[config.mk]
export PLATFORM = sky130hd
export DESIGN_NAME = blanking_mux
export DESIGN_NICKNAME = d
export VERILOG_FILES = /design/src/rtl/blanking_mux.sv
export SDC_FILE = /design/constraint.sdc
export NUM_CORES = 1
export LEC_CHECK = 0
export CELL_PAD_IN_SITES_DETAIL_PLACEMENT = 1
export CELL_PAD_IN_SITES_GLOBAL_PLACEMENT = 1
export CORE_MARGIN = 5
export CORE_UTILIZATION = 32
export DETAILED_ROUTE_END_ITERATION = 12
export GPL_TIMING_DRIVEN = 0
export PLACE_DENSITY = 0.81
export SETUP_SLACK_MARGIN = 0.02
export SYNTH_ARGS = -nofsm -noshare
export SYNTH_HDL_FRONTEND = slang
export SYNTH_SLANG_ARGS = --single-unit
[constraint.sdc]
create_clock -name clk -period 1.42 [get_ports clk]
set_clock_uncertainty 0.2 [all_clocks]
set_input_delay 0.284 -clock clk [delete_from_list [all_inputs] [get_ports clk]]
set_output_delay 0.284 -clock clk [all_outputs]
set_load 0.03 [all_outputs]
[src/rtl/blanking_mux.sv]
// Multi-lane registered word selector. Each lane blanks its output for a fixed
// number of cycles whenever its applied select code changes.
module blanking_mux #(
  parameter int unsigned WIDTH        = 32,
  parameter int unsigned N_INPUTS     = 3,
  parameter int unsigned SEL_WIDTH    = 2,
  parameter int unsigned N_OUTPUTS    = 2,
  parameter int unsigned BLANK_CYCLES = 4,
  parameter int unsigned BLANK_MODE   = 0
) (
  input  logic                           clk,
  input  logic                           rst,
  input  logic                           clken,
  input  logic [N_INPUTS*WIDTH-1:0]      din,
  input  logic [N_OUTPUTS*SEL_WIDTH-1:0] sel,
  input  logic                           err_clr,
  output logic [N_OUTPUTS*WIDTH-1:0]     dout,
  output logic [N_OUTPUTS-1:0]           dout_valid,
  output logic [N_OUTPUTS*SEL_WIDTH-1:0] sel_active,
  output logic [N_OUTPUTS-1:0]           sel_err
);

  localparam int unsigned N_CODES = 1 << SEL_WIDTH;
  localparam int unsigned CNT_W   = (BLANK_CYCLES > 1) ? $clog2(BLANK_CYCLES) : 1;
  localparam logic [SEL_WIDTH:0] N_IN_CODE = (SEL_WIDTH+1)'(N_INPUTS);
  localparam logic [CNT_W-1:0]   CNT_LOAD  =
    CNT_W'((BLANK_CYCLES == 0) ? 0 : BLANK_CYCLES - 1);

  typedef enum logic {ST_RUN, ST_BLANK} state_e;

  // Word table padded to every select code; padding is unreachable since
  // only validated codes are ever applied.
  logic [WIDTH-1:0] word [N_CODES];

  for (genvar i = 0; i < N_CODES; i++) begin : g_word
    if (i < N_INPUTS) begin : g_in
      assign word[i] = din[i*WIDTH +: WIDTH];
    end else begin : g_pad
      assign word[i] = '0;
    end
  end

  for (genvar k = 0; k < N_OUTPUTS; k++) begin : g_lane
    state_e               state_q, state_d;
    logic [SEL_WIDTH-1:0] sel_k;
    logic [SEL_WIDTH-1:0] active_q, active_d;
    logic [SEL_WIDTH-1:0] pend_q, pend_d;
    logic [CNT_W-1:0]     cnt_q, cnt_d;
    logic [WIDTH-1:0]     dout_q, dout_d;
    logic                 valid_q, valid_d;
    logic                 err_q, err_d;
    logic                 in_range;
    logic                 req_ok;
    logic                 req_bad;

    assign sel_k    = sel[k*SEL_WIDTH +: SEL_WIDTH];
    assign in_range = ({1'b0, sel_k} < N_IN_CODE);
    assign req_ok   = clken && in_range;
    assign req_bad  = clken && !in_range;

    // Next-state: RUN tracks the applied word, BLANK counts down then applies pending.
    always_comb begin
      state_d  = state_q;
      active_d = active_q;
      pend_d   = pend_q;
      cnt_d    = cnt_q;
      dout_d   = dout_q;
      valid_d  = valid_q;
      err_d    = req_bad | (err_q & ~err_clr);
      case (state_q)
        ST_RUN: begin
          dout_d  = word[active_q];
          valid_d = 1'b1;
          if (req_ok && (sel_k != active_q)) begin
            if (BLANK_CYCLES == 0) begin
              active_d = sel_k;
            end else begin
              pend_d  = sel_k;
              cnt_d   = CNT_LOAD;
              state_d = ST_BLANK;
            end
          end
        end
        ST_BLANK: begin
          dout_d  = (BLANK_MODE != 0) ? '0 : dout_q;
          valid_d = 1'b0;
          if (req_ok) pend_d = sel_k;
          if (cnt_q == '0) begin
            active_d = pend_d;
            state_d  = ST_RUN;
          end else begin
            cnt_d = cnt_q - CNT_W'(1);
          end
        end
        default: state_d = ST_RUN;
      endcase
    end

    always_ff @(posedge clk) begin
      if (rst) begin
        state_q  <= ST_RUN;
        active_q <= '0;
        pend_q   <= '0;
        cnt_q    <= '0;
        dout_q   <= '0;
        valid_q  <= 1'b0;
        err_q    <= 1'b0;
      end else begin
        state_q  <= state_d;
        active_q <= active_d;
        pend_q   <= pend_d;
        cnt_q    <= cnt_d;
        dout_q   <= dout_d;
        valid_q  <= valid_d;
        err_q    <= err_d;
      end
    end

    assign dout[k*WIDTH +: WIDTH]             = dout_q;
    assign dout_valid[k]                      = valid_q;
    assign sel_active[k*SEL_WIDTH +: SEL_WIDTH] = active_q;
    assign sel_err[k]                         = err_q;
  end

endmodule
==> results.md, run 1 <==
* Max_slew headroom at 0.490
* Clock Path Buffers at 2
* DR vias at 4852
* Crit path max fanout at 10
* Pint at 5080 µW
* Drt wl/cell at 22.4 µm
* Initial DRC Count at 180
* Gr usage total at 0.197
* Minimum clock period at 1680 ps
* Slowest CP cell: dfxtp_4
* Die height at ~140 µm
* Fillers at 1731
* P_sw at around 2500 µW
* Final worst setup slack at -260 ps
* Avg Inst Size Synth at between 10 and 15 µm²
* Routed Wire Length at 20.6 mm
* Synth cell types at 29
* Pleak at 0.00309 µW
* Top Ports at 176
* Worst vdd ir at 0.538 mV
* CTS H-tree depth at 3
* Setup crit start kind: flip-flop
* CTS Hold Bufs at 0
* DR vias/cell at 5.30
* Share of power burned in registers at 0.353
* Failing checks: setup timing
* Post-Synthesis Cells at 495
* RSZ-0062 raised after global routing: true
* Status: complete, but fails checks
* Logic pwr share at 0.340
* R2r endpoint: g_lane[0].dout_q[27]$_SDFFE_PP0N_
* Worst slew pin tran at 766 ps
* Worst hold stages at 3
* #FFs+latches synth at 82
* # DRC at 0
* DRT antenna net count at 0
* Worst skew pair latency at 340 ps
* Drt pass-1 iters at 4
* # setup viols final at 73
* Initial antenna violation count at 0
* CP Cell Sequence: buf_8, mux2_1, a221oi_2, nor3_1
* Vias in the first global route at about 5300
* Core Footprint at roughly 16000 µm²
* Largest net degree at the start of global routing at 13
* Die area at 19200 µm²
* Synthesis-to-finish area growth at 56.1%
* DP Wirelength at around 15 mm
* Final Hold Fails at 0
* Kind of critical path: flip-flop to flip-flop
* Clock buffers created by TritonCTS at 9
* Layout cells sized above 1 at 0.478
* Initial Util at 0.323
* FP Rows at 47
* Final Max Slew Viols at 0
* CTS tree: built
* First-pass GRT wire length at 30.3 mm
* Clock power frac at 0.307
* Diodes inserted at 0
* Worst Hold Endpoint: g_lane[1].err_q$_SDFF_PP0_
* Seq/Total Area, Yosys at 0.310
* Worst-case reg-to-reg path depth at 4
* Critical Path AT at between 1500 and 2000 ps
* Fin util at 0.504
* Syn_nets at between 600 and 700
* Fin nets at 797
* Slowest stage delay, CP at 410 ps
* Worst Path Required at 1410 ps
* Clk root buf: clkbuf_16
* R2R Setup Slk at -260 ps
* FMAX at 595 MHz
* Design Power at 7570 µW
* Reg2reg start: g_lane[0].active_q[0]$_SDFFE_PP0P_
* Area of the mapped netlist at 5300 µm²
* Final setup TNS at -12830 ps
* HP Start: sel[3]
* Clk slew on worst S/H paths at 60 ps
* HP Class: primary input to flip-flop
* Grt total ovfl at 0
* Sw Share at 0.329
* Placer Congestion at around 0.8
* Worst setup EP type: flip-flop
* PwrDens at 915 nW/µm²
* Final Cycle Share at 1.18
* Synth warn at 0
* Hold WS at 192 ps
* Max-cap violations at 0
* PortBufs at between 150 and 200
* DIE WIDTH at 139 µm
* # clock sinks at 82
-- cell usage in the layout, fill, tap and decap left out, drive strengths merged --
master and count:
a221oi 74, o21ai 16, inv 15, clkinv 2, ha 2, and2b 1
dlygate4sd2 3, nor3 64, nor2b 73, a21oi 6, a32oi 2, a21o 4
nor2 12, nand2 14, a31oi 2, dfxtp 82, buf 100, bufinv 1
clkdlybuf4s50 97, nand2b 8, clkbuf 50, nand3b 4, mux2 64
-- power groups by stage --
stage	Clock (µW)	Combinational, µW	Sequential [µW]
after floorplan	0	1040	3050
after global placement	0	2310	2710
after detailed placement	0	2370	2720
after CTS	2350	2360	2670
after global routing	2450	2710	2700
final	2320	2570	2670
-- worst max-delay path, delay by kind of cell, from the launching register on --
family / cells / cell delay (ps)
AOI/OAI and AO/OA: 1 / 280
buffers and inverters: 1 / 180
DFF: 1 / 410
muxes: 1 / 350
and+or+nand+nor: 1 / 100
-- layout make-up --
cell class	instances	area, µm²	share of cell area
clock buffers	13	240	0.0290
well taps	220	275	0.0333
multi-input cells	346	3840	0.464
flip-flops and latches	82	1660	0.201
clock inverters	3	40.0	0.00484
plain buffers	48	410	0.0496
repair buffers	189	1740	0.211
inverters	15	61.3	0.00741
-- cells by family (layout without fill, tap and decap cells) --
family                   count (synthesis)  count (layout)  synth area share
AND/OR/NAND/NOR                        176             176             0.241
AO/OA/AOI/OAI                          104             104             0.230
flip-flops                              82              82             0.310
buffers and inverters                   67             268            0.0697
multiplexers                            64              64             0.145
adder cells (fa/ha/maj)                  2               2           0.00472
-- metrics by stage --
stage / cell area, µm² / setup WS [ps] / instances
after floorplan: 5410 / -114 / 495
after global placement: 7410 / -498 / 887
after detailed placement: 7410 / -544 / 887
after CTS: 7760 / -256 / 910
after global routing: 8270 / -308 / 916
final: 8270 / -260 / 916
-- worst max path at each step --
stage          slack [ps]  cells after the start                                from                                 to
6_report             -260                      4  g_lane[0].active_q[0]$_SDFFE_PP0P_  g_lane[0].dout_q[27]$_SDFFE_PP0N_
5_1_grt              -310                      4  g_lane[0].active_q[0]$_SDFFE_PP0P_  g_lane[0].dout_q[19]$_SDFFE_PP0N_
4_1_cts              -260                      4  g_lane[0].active_q[0]$_SDFFE_PP0P_  g_lane[0].dout_q[20]$_SDFFE_PP0N_
3_5_place_dp         -540                      6                               clken   g_lane[0].pend_q[0]$_SDFFE_PP0P_
3_3_place_gp         -500                      6                               clken   g_lane[0].pend_q[1]$_SDFFE_PP0P_
2_1_floorplan        -110                      4  g_lane[0].active_q[0]$_SDFFE_PP0P_  g_lane[0].dout_q[10]$_SDFFE_PP0N_
-- registers in the layout (all words and copies together), names as in the netlist --
name and cells:
g_lane.state_q 2, g_lane.active_q 4, g_lane.dout_q 64, g_lane.valid_q 2
g_lane.err_q 2, g_lane.pend_q 4, g_lane.cnt_q 4
-- metal layers --
metal / global-route usage / up-vias / wire, µm
li1: - / 2243 / -
met3: 0.0341 / 30 / 800
met4: 0.0705 / 0 / 512
met2: 0.350 / 130 / 10700
met1: 0.240 / 2449 / 8510
met5: 0 / - / 0
-- cell usage after synthesis (all sizes together) --
| cell | number | area, µm² |
|---|---|---|
| o21ai | 16 | 80.1 |
| inv | 15 | 56.3 |
| nor2 | 12 | 60.1 |
| nand2b | 8 | 50.1 |
| a32oi | 2 | 17.5 |
| dfxtp | 82 | 1640 |
| nand2 | 14 | 52.6 |
| a31oi | 2 | 12.5 |
| a21oi | 6 | 30.0 |
| nand3b | 4 | 30.0 |
| a221oi | 74 | 1050 |
| buf | 35 | 249 |
| nor3 | 64 | 621 |
| mux2 | 64 | 766 |
| ha | 2 | 25.0 |
| a21o | 4 | 30.0 |
| clkbuf | 17 | 63.8 |
| nor2b | 73 | 457 |
| and2b | 1 | 7.51 |
-- what timing repair did --
action,CTS,global route
gates resized for setup,444,102
gates cloned,2,4
buffers inserted,7,8
pin swaps,23,33
endpoints found under the setup margin,152,113
Power figures use the tool's default switching activity.
==> inputs of run 2 (changes only) <==
Settings changed: SLEW_MARGIN set to 20.
==> results of run 2 <==
No change in the layout: final DEF, timing and power equal those of run 1.
==> inputs of run 3 (changes only) <==
Settings changed: CTS_CLUSTER_DIAMETER set to 150.
==> results of run 3 <==
No change in the layout: final DEF, timing and power equal those of run 1.
